File: config.mk
export PLATFORM = sky130hd
export DESIGN_NAME = alu_console_ctrl
export DESIGN_NICKNAME = d
export VERILOG_FILES = /design/src/rtl/alu_console_ctrl.sv
export SDC_FILE = /design/constraint.sdc
export NUM_CORES = 1
export LEC_CHECK = 0
export BUFFER_PORTS_ARGS = -buffer_cell sky130_fd_sc_hd__buf_2
export CAP_MARGIN = 20
export CELL_PAD_IN_SITES_DETAIL_PLACEMENT = 0
export CELL_PAD_IN_SITES_GLOBAL_PLACEMENT = 2
export CORE_MARGIN = 3
export CORE_UTILIZATION = 33
export DETAILED_ROUTE_END_ITERATION = 8
export GPL_ROUTABILITY_DRIVEN = 0
export PLACE_DENSITY = 0.84
export SLEW_MARGIN = 20
export SYNTH_ARGS = -nofsm -noshare
export SYNTH_HDL_FRONTEND = slang
export SYNTH_SLANG_ARGS = --single-unit
File: constraint.sdc
create_clock -name clk -period 2.5 [get_ports clk]
set_clock_uncertainty 0.05 [all_clocks]
set_input_delay 0.25 -clock clk [delete_from_list [all_inputs] [get_ports clk]]
set_output_delay 0.25 -clock clk [all_outputs]
set_load 0.02 [all_outputs]
File: src/rtl/alu_console_ctrl.sv
// alu_console_ctrl: board console for ALU bring-up: debounced buttons, digit entry, paged result on LEDs.
// Build macro ALU_CONSOLE_FLAGS_PAGE_EN appends one LED page showing the captured {N,Z,C} flags.
module alu_console_ctrl #(
  parameter int unsigned DATA_W       = 32,
  parameter int unsigned SW_W         = 4,
  parameter int unsigned LED_W        = 4,
  parameter int unsigned CTRL_W       = 6,
  parameter int unsigned DEBOUNCE_CYC = 16
) (
  input  logic              clk,
  input  logic              rst_n,
  input  logic [SW_W-1:0]   sw,
  input  logic [3:0]        btn,
  output logic [DATA_W-1:0] alu_a,
  output logic [DATA_W-1:0] alu_b,
  output logic [CTRL_W-1:0] alu_ctrl,
  input  logic [DATA_W-1:0] result,
  input  logic [2:0]        nzc,
  output logic [LED_W-1:0]  led,
  output logic [2:0]        state_o
);

  localparam int unsigned NBTN    = 4;
  localparam int unsigned NDPAGES = DATA_W / LED_W;
`ifdef ALU_CONSOLE_FLAGS_PAGE_EN
  localparam int unsigned NPAGES  = NDPAGES + 1;
`else
  localparam int unsigned NPAGES  = NDPAGES;
`endif
  localparam int unsigned PG_W    = (NPAGES > 1) ? $clog2(NPAGES) : 1;
  localparam int unsigned CNT_W   = $clog2(DEBOUNCE_CYC);

  typedef enum logic [2:0] {
    S_OP   = 3'd0,
    S_A    = 3'd1,
    S_B    = 3'd2,
    S_EXEC = 3'd3,
    S_SHOW = 3'd4
  } state_e;

  logic [NBTN-1:0]            sync1_q, sync2_q;
  logic [NBTN-1:0]            deb_q, deb_d;
  logic [NBTN-1:0]            deb_prev_q;
  logic [NBTN-1:0][CNT_W-1:0] cnt_q, cnt_d;
  logic [NBTN-1:0]            press_c;
  logic                       ev_digit, ev_next, ev_page, ev_clear;

  state_e                     state_q, state_d;
  logic [DATA_W-1:0]          a_q, a_d;
  logic [DATA_W-1:0]          b_q, b_d;
  logic [CTRL_W-1:0]          ctrl_q, ctrl_d;
  logic [DATA_W-1:0]          cap_res_q, cap_res_d;
  logic [2:0]                 cap_nzc_q, cap_nzc_d;
  logic [PG_W-1:0]            page_q, page_d;
  logic [LED_W-1:0]           led_q, led_d;

  // Debounce: the accepted level flips only after DEBOUNCE_CYC consecutive disagreeing samples.
  always_comb begin
    deb_d = deb_q;
    cnt_d = '0;
    for (int i = 0; i < int'(NBTN); i++) begin
      if (sync2_q[i] != deb_q[i]) begin
        if (cnt_q[i] == CNT_W'(DEBOUNCE_CYC - 1)) begin
          deb_d[i] = sync2_q[i];
        end else begin
          cnt_d[i] = cnt_q[i] + CNT_W'(1);
        end
      end
    end
  end

  assign press_c  = deb_q & ~deb_prev_q;
  assign ev_digit = press_c[0];
  assign ev_next  = press_c[1];
  assign ev_page  = press_c[2];
  assign ev_clear = press_c[3];

  // Console FSM, event priority clear > next > digit > page.
  always_comb begin
    state_d   = state_q;
    a_d       = a_q;
    b_d       = b_q;
    ctrl_d    = ctrl_q;
    cap_res_d = cap_res_q;
    cap_nzc_d = cap_nzc_q;
    page_d    = page_q;
    led_d     = led_q;

    if (ev_clear) begin
      a_d     = '0;
      b_d     = '0;
      ctrl_d  = '0;
      page_d  = '0;
      state_d = S_OP;
    end else if (state_q == S_EXEC) begin
      cap_res_d = result;
      cap_nzc_d = nzc;
      page_d    = '0;
      state_d   = S_SHOW;
    end else if (ev_next) begin
      case (state_q)
        S_OP:    state_d = S_A;
        S_A:     state_d = S_B;
        S_B:     state_d = S_EXEC;
        S_SHOW: begin
          state_d = S_A;
          a_d     = '0;
          b_d     = '0;
        end
        default: state_d = S_OP;
      endcase
    end else if (ev_digit) begin
      case (state_q)
        S_OP:    ctrl_d = CTRL_W'({ctrl_q, sw});
        S_A:     a_d    = DATA_W'({a_q, sw});
        S_B:     b_d    = DATA_W'({b_q, sw});
        default: ;
      endcase
    end else if (ev_page && state_q == S_SHOW) begin
      page_d = (page_q == PG_W'(NPAGES - 1)) ? '0 : page_q + PG_W'(1);
    end

    // LED follows the next-state view so it lands one cycle after its cause.
    case (state_d)
      S_OP:   led_d = LED_W'(ctrl_d);
      S_A:    led_d = LED_W'(a_d);
      S_B:    led_d = LED_W'(b_d);
      S_SHOW: begin
`ifdef ALU_CONSOLE_FLAGS_PAGE_EN
        if (page_d == PG_W'(NPAGES - 1)) begin
          led_d = LED_W'(cap_nzc_d);
        end else begin
          led_d = LED_W'(cap_res_d >> (32'(page_d) * LED_W));
        end
`else
        led_d = LED_W'(cap_res_d >> (32'(page_d) * LED_W));
`endif
      end
      default: led_d = led_q;
    endcase
  end

  always_ff @(posedge clk or negedge rst_n) begin
    if (!rst_n) begin
      sync1_q    <= '0;
      sync2_q    <= '0;
      deb_q      <= '0;
      deb_prev_q <= '0;
      cnt_q      <= '0;
      state_q    <= S_OP;
      a_q        <= '0;
      b_q        <= '0;
      ctrl_q     <= '0;
      cap_res_q  <= '0;
      cap_nzc_q  <= '0;
      page_q     <= '0;
      led_q      <= '0;
    end else begin
      sync1_q    <= btn;
      sync2_q    <= sync1_q;
      deb_q      <= deb_d;
      deb_prev_q <= deb_q;
      cnt_q      <= cnt_d;
      state_q    <= state_d;
      a_q        <= a_d;
      b_q        <= b_d;
      ctrl_q     <= ctrl_d;
      cap_res_q  <= cap_res_d;
      cap_nzc_q  <= cap_nzc_d;
      page_q     <= page_d;
      led_q      <= led_d;
    end
  end

  assign alu_a    = a_q;
  assign alu_b    = b_q;
  assign alu_ctrl = ctrl_q;
  assign led      = led_q;
  assign state_o  = state_q;

endmodule

==> results.cfg, run 1 <==
[finish]
fill_cells = 1623
antenna-diode-count = 0
design_area_um2 = 7650
fin_cells = 811
syn_to_final_growth_pct = 29.4
drive_gt1_frac = 0.394
fin_nets = 624

[setup_path]
rr_startpoint = page_q[1]
endpoint_kind = flip-flop
worstSetupStartpointType = flip-flop
worstPathArrival_ns = 2.73
crit_path_max_fanout = 4
required_ns = 2.76
worst-setup-path-type = flip-flop to flip-flop
critPathSlowestCell = mux4_2
cp-startpoint = page_q[1]
path_cells = ha_2, ha_1, nor2_1, nand3_1, mux2i_4, buf_6, mux4_2, o211a_1, o22a_1
crit_path_max_incr_delay_ns = 0.51

[sta]
post-route-period-util = 0.990
hold_viol = 0
setup_viol = 0
fin_crit_ns = 2.48
slew_violations = 0
fmax_mhz = 404
tightest_slew_ns = 0.594
rsz0062_at_grt = yes
relSlewSlack = 0.600

[synth]
synth-edff-count = 0
synth_cells = 425
ys_seq_area_frac = 0.610
async_flop_share = 1.00
synthFlopType = dfrtp_1
synth.avg_cell_area_um2 = 13.9
synth.distinct_cells = 48
ys_top_cells_by_count = 144 x dfrtp_1, 64 x a22o_1, 35 x mux2_2, 17 x a21oi_1, 16 x nor2_1
ys_top_cells_by_area = dfrtp_1 61%, a22o_1 9.5%, mux2_2 6.7%
syn_area_um2 = 5910
synth_largest_area_cell = dfrtp_1
syn_nets = 476
yosysMostFrequentCell = dfrtp_1
synth-warning-count = 0
synth-seq-cells = 144
synth_top_area_share = 0.610

[drt]
avgRoutedWirePerCell_um = 16.4
drc = 0
antenna_left = 0
via_per_inst = 5.01
drtPass1Iterations = 4
vias = 4063
routed_wl_um = 13300
initialDrtViolationCount = 170

[power]
power_leakage_nw = 3.98
peakVddDrop_uv = 445
p_per_area_nw_per_um2 = 684

[cts]
cts-buffers-inserted = 17
cts_sinks = 144
h-tree-depth = 4
clock_latency_ns = 0.41
tritoncts = yes
cts_root_buf = clkbuf_16
clkSlewWorstSetupHoldPaths_ns = 0.06
clock_path_buffers = 2

[place]
placedCellCount = 767
postPlaceCellArea_um2 = 6870
hpwl_um = 9460
io_buffers = 118

[global_route]
grt_remaining_overflow = 0
grt_pass1_wl_um = 22400
grt_use_total = 0.141
first_global_vias = 4255
grt_max_degree = 65
antenna_found_initial = 0

[min_path]
hold_path.class = primary input to flip-flop
hp-start = result[18]

[job]
maxCapViolCount = 0

[die]
io-pin-count = 122
die_w_um = 140
rows = 48
die_h_um = 140
design.core.area_um2 = 17400
start_util = 0.339
die-area_um2 = 19500

[outcome]
run_status = finished clean
-- cell usage in the layout (no fill, tap or decap), types with 5 or more instances in the layout --
cell type / instances
xnor2_1: 8
a21oi_1: 16
buf_2: 117
o31ai_1: 6
o21ai_0: 8
ha_1: 5
a22o_1: 64
inv_1: 6
nor2_1: 16
buf_4: 26
clkbuf_16: 18
dfrtp_1: 144
dlygate4sd3_1: 5
mux2_2: 35
nand3_1: 8
mux2i_1: 9
nor2b_1: 5
-- stage by stage --
stage               TNS (ns)  hold slack [ns]  setup slack [ns]   util  power, mW
finish                     0           0.0293            0.0249  0.439       5.23
global route          -0.172           0.0186           -0.0554  0.439       5.44
CTS                        0          0.00825           0.00628  0.435       5.32
detailed placement   -0.0123            0.229          -0.00946  0.394       2.56
global placement           0            0.215            0.0301  0.394       2.55
floorplan                  0          -0.0956           0.00670      -       2.46
-- sequential cells by signal (all words and copies together), names as in the netlist --
register    flops
cap_res_q      32
sync1_q         4
led             4
cnt_q          16
alu_a          32
deb_prev_q      4
deb_q           4
alu_b          32
sync2_q         4
page_q          3
state_o         3
alu_ctrl        6
-- routing by layer --
metal	GRT usage	up-vias	routed length, µm
li1	-	1904	-
met4	0.0490	0	191
met2	0.211	106	5960
met5	0	-	0
met1	0.199	2037	6510
met3	0.0378	16	662
-- cell type report --
cell class	instances	area (µm²)	share of cell area
Clock buffer	18	439	0.0574
Clock inverter	14	205	0.0268
Inverter	7	26.3	0.00344
Multi-Input combinational cell	249	2160	0.283
Sequential cell	144	3600	0.471
Tap cell	225	282	0.0368
Timing Repair Buffer	154	930	0.122
-- logic make-up after synthesis --
| logic type | synth area share |
|---|---|
| buffers and inverters | 0.0267 |
| adders and majority gates | 0.0127 |
| muxes | 0.114 |
| and+or+nand+nor | 0.0690 |
| AOI/OAI and AO/OA | 0.156 |
| DFF | 0.610 |
| xor gates and xnor gates | 0.0119 |
-- what timing repair did --
item / in CTS / in global routing
endpoints found under the hold margin: 66 / 0
endpoints found under the setup margin: 4 / 4
setup buffers: 2 / 4
pin swaps: 0 / 8
gates resized for setup: 2 / 4
cloned: 0 / 1
hold buffers: 5 / 0
-- worst max-delay path, delay by kind of cell, from the launching register on --
family,cells,cell delay [ns]
adders and majority gates,2,0.35
AOI/OAI and AO/OA,2,0.41
muxes,2,0.77
and+or+nand+nor,2,0.23
buffers and inverters,1,0.15
DFF,1,0.39
-- worst paths after layout --
check	to	slack, ns	depth (start not counted)
max	led[3]	0.02	9
min	cap_res_q[18]	0.03	2
min reg2reg	sync2_q[1]	0.30	0
max reg2reg	led[3]	0.02	9
min in group asynchronous	alu_a[23]	0.35	2
max in group asynchronous	alu_b[13]	1.31	3
-- where the power goes --
part / total (mW) / leakage (nW) / internal (mW) / switching [mW]
clock: 2.71 / 0.301 / 1.71 / 0.996
sequential: 2.38 / 1.98 / 2.36 / 0.0211
combinational: 0.143 / 1.70 / 0.0595 / 0.0837
Note: power is estimated with default switching activity, not from simulation.
==> run 2: changes to the inputs <==
==> config.mk (replaced) <==
export PLATFORM = sky130hd
export DESIGN_NAME = alu_console_ctrl
export DESIGN_NICKNAME = d
export VERILOG_FILES = /design/src/rtl/alu_console_ctrl.sv
export SDC_FILE = /design/constraint.sdc
export NUM_CORES = 1
export LEC_CHECK = 0
export BUFFER_PORTS_ARGS = -buffer_cell sky130_fd_sc_hd__buf_2
export CAP_MARGIN = 20
export CELL_PAD_IN_SITES_DETAIL_PLACEMENT = 1
export CELL_PAD_IN_SITES_GLOBAL_PLACEMENT = 1
export CORE_MARGIN = 3
export CORE_UTILIZATION = 40
export DETAILED_ROUTE_END_ITERATION = 8
export GPL_ROUTABILITY_DRIVEN = 0
export PLACE_DENSITY = 0.86
export SLEW_MARGIN = 25
export SYNTH_ARGS = -nofsm -noshare
export SYNTH_HDL_FRONTEND = slang
export SYNTH_SLANG_ARGS = --single-unit
==> results.cfg, run 2 (same netlist as run 1, synthesis figures left out) <==
[finish]
final_common_cell = dfrtp_1
seq_area_um2 = 3610
design_area_um2 = 7580
syn_to_final_growth_pct = 28.2
final_cell_mix = 142 x dfrtp_1, 117 x buf_2, 64 x a22o_1
fin_nets = 624
drive_gt1_frac = 0.410
antenna-diode-count = 0
multiInputGateArea_um2 = 2190
fill_cells = 1454

[setup_path]
endpoint_kind = flip-flop
crit_path_max_incr_delay_ns = 0.53
crit_path_max_fanout = 4
path_cells = ha_2, ha_2, nor2_2, nand3_2, mux2i_4, buf_6, mux4_2, o211a_1, o22a_1
crit_buf_inv = 1
required_ns = 2.75
worstPathArrival_ns = 2.77
crit_path_frequent_cell = ha_2
critPathSlowestCell = mux4_2
r2r_slack_ns = -0.02
worstSetupStartpointType = flip-flop
worst-setup-path-type = flip-flop to flip-flop
path_delay_family = multiplexers

[die]
design.core.area_um2 = 14100
die-area_um2 = 16300
rows = 43
io-pin-count = 122
start_util = 0.418
die_h_um = 128
die_w_um = 128

[cts]
cts-buffers-inserted = 17
cts_sinks = 144
clkSlewWorstSetupHoldPaths_ns = 0.06
cts_root_buf = clkbuf_16
h-tree-depth = 4
clock_latency_ns = 0.42
clock_path_buffers = 2
tritoncts = yes

[drt]
drc = 0
vias = 4282
routed_wl_um = 15500
antenna_left = 0
avgRoutedWirePerCell_um = 20.2
via_per_inst = 5.59
drtPass1Iterations = 4
initialDrtViolationCount = 238

[sta]
hold_viol = 0
fmax_mhz = 397
fin_ws_ns = -0.0181
post-route-period-util = 1.01
setup_viol = 1
tightest_slew_ns = 0.554
whs_ns = 0.0310
rsz0062_at_grt = yes
relSlewSlack = 0.630
fin_crit_ns = 2.52
slew_violations = 0

[global_route]
grt_max_degree = 75
grt_remaining_overflow = 0
grt_pass1_wl_um = 24600
antenna_found_initial = 0
first_global_vias = 4540
grt_use_total = 0.191

[power]
power_leakage_nw = 3.96
fin_total_pwr_mw = 5.02
pwr-share-clk = 0.496
pwr-share-seq = 0.474
p_int_mw = 3.82
p_comb_frac = 0.030
swShare = 0.239
p_sw_mw = 1.20
peakVddDrop_uv = 518
p_per_area_nw_per_um2 = 662

[place]
io_buffers = 118
postPlaceCellArea_um2 = 6790
hpwl_um = 10400
place_ws_ns = -0.0735

[outcome]
failed_checks = setup timing
run_status = finished, violations left

[min_path]
hold_path.class = primary input to flip-flop

[job]
maxCapViolCount = 0
## run 2: cell types whose count changed in the layout (fill, tap and decap cells not counted), moves of 2 or more
| cell | change |
|---|---|
| inv_6 | +2 |
| bufinv_16 | -3 |
| buf_4 | -4 |
| inv_8 | +2 |
| nor2_1 | -2 |
| nor2_2 | +2 |
| dfrtp_2 | +2 |
| buf_6 | +4 |
| dfrtp_1 | -2 |
## run 2: worst paths after layout
path,from,endpoint,depth (start not counted)
hold / removal,result[24],cap_res_q[24],2
hold reg to reg,sync1_q[1],sync2_q[1],0
min in group asynchronous,rst_n,alu_a[26],2
setup / recovery,page_q[1],led[3],9
max in group asynchronous,rst_n,state_o[0],3
setup reg to reg,page_q[1],led[3],9
## run 2: per-layer routing
layer | up-vias | wire [µm] | part of all wire | GRT usage
met5 | - | 0 | 0 | 0
met3 | 20 | 784 | 0.051 | 0.0460
met1 | 2249 | 6510 | 0.42 | 0.243
met4 | 0 | 306 | 0.020 | 0.0625
met2 | 117 | 7890 | 0.51 | 0.322
li1 | 1896 | - | - | -
## run 2: area by class of cell
cell class | instances | share of cell area
clock buffer | 17 | 0.0562
clock inverter | 15 | 0.0201
inverter | 7 | 0.00347
multi-input combinational | 249 | 0.290
sequential | 144 | 0.476
tap | 180 | 0.0297
timing repair buffer | 154 | 0.125
## run 2: repair_timing
action,in CTS,in global routing
endpoints found under the hold margin,46,0
setup endpoints to repair,4,4
pin swaps,1,8
setup buffers,3,7
cloned,1,0
gates resized for setup,4,18
hold buffers,5,0
## run 2: power groups by stage
stage | Combinational [mW] | Clock, mW | Sequential (mW)
after CTS | 0.153 | 2.54 | 2.38
after global routing | 0.171 | 2.65 | 2.38
after detailed placement | 0.145 | 0 | 2.42
after global placement | 0.134 | 0 | 2.42
after floorplan | 0.0392 | 0 | 2.42
final | 0.150 | 2.49 | 2.38
## run 2: stage by stage
step / instances / util / TNS [ns]
floorplan: 425 / - / 0
global placement: 719 / 0.480 / 0
detailed placement: 719 / 0.480 / -0.157
CTS: 760 / 0.528 / 0
global route: 766 / 0.535 / -0.191
finish: 766 / 0.535 / -0.0181
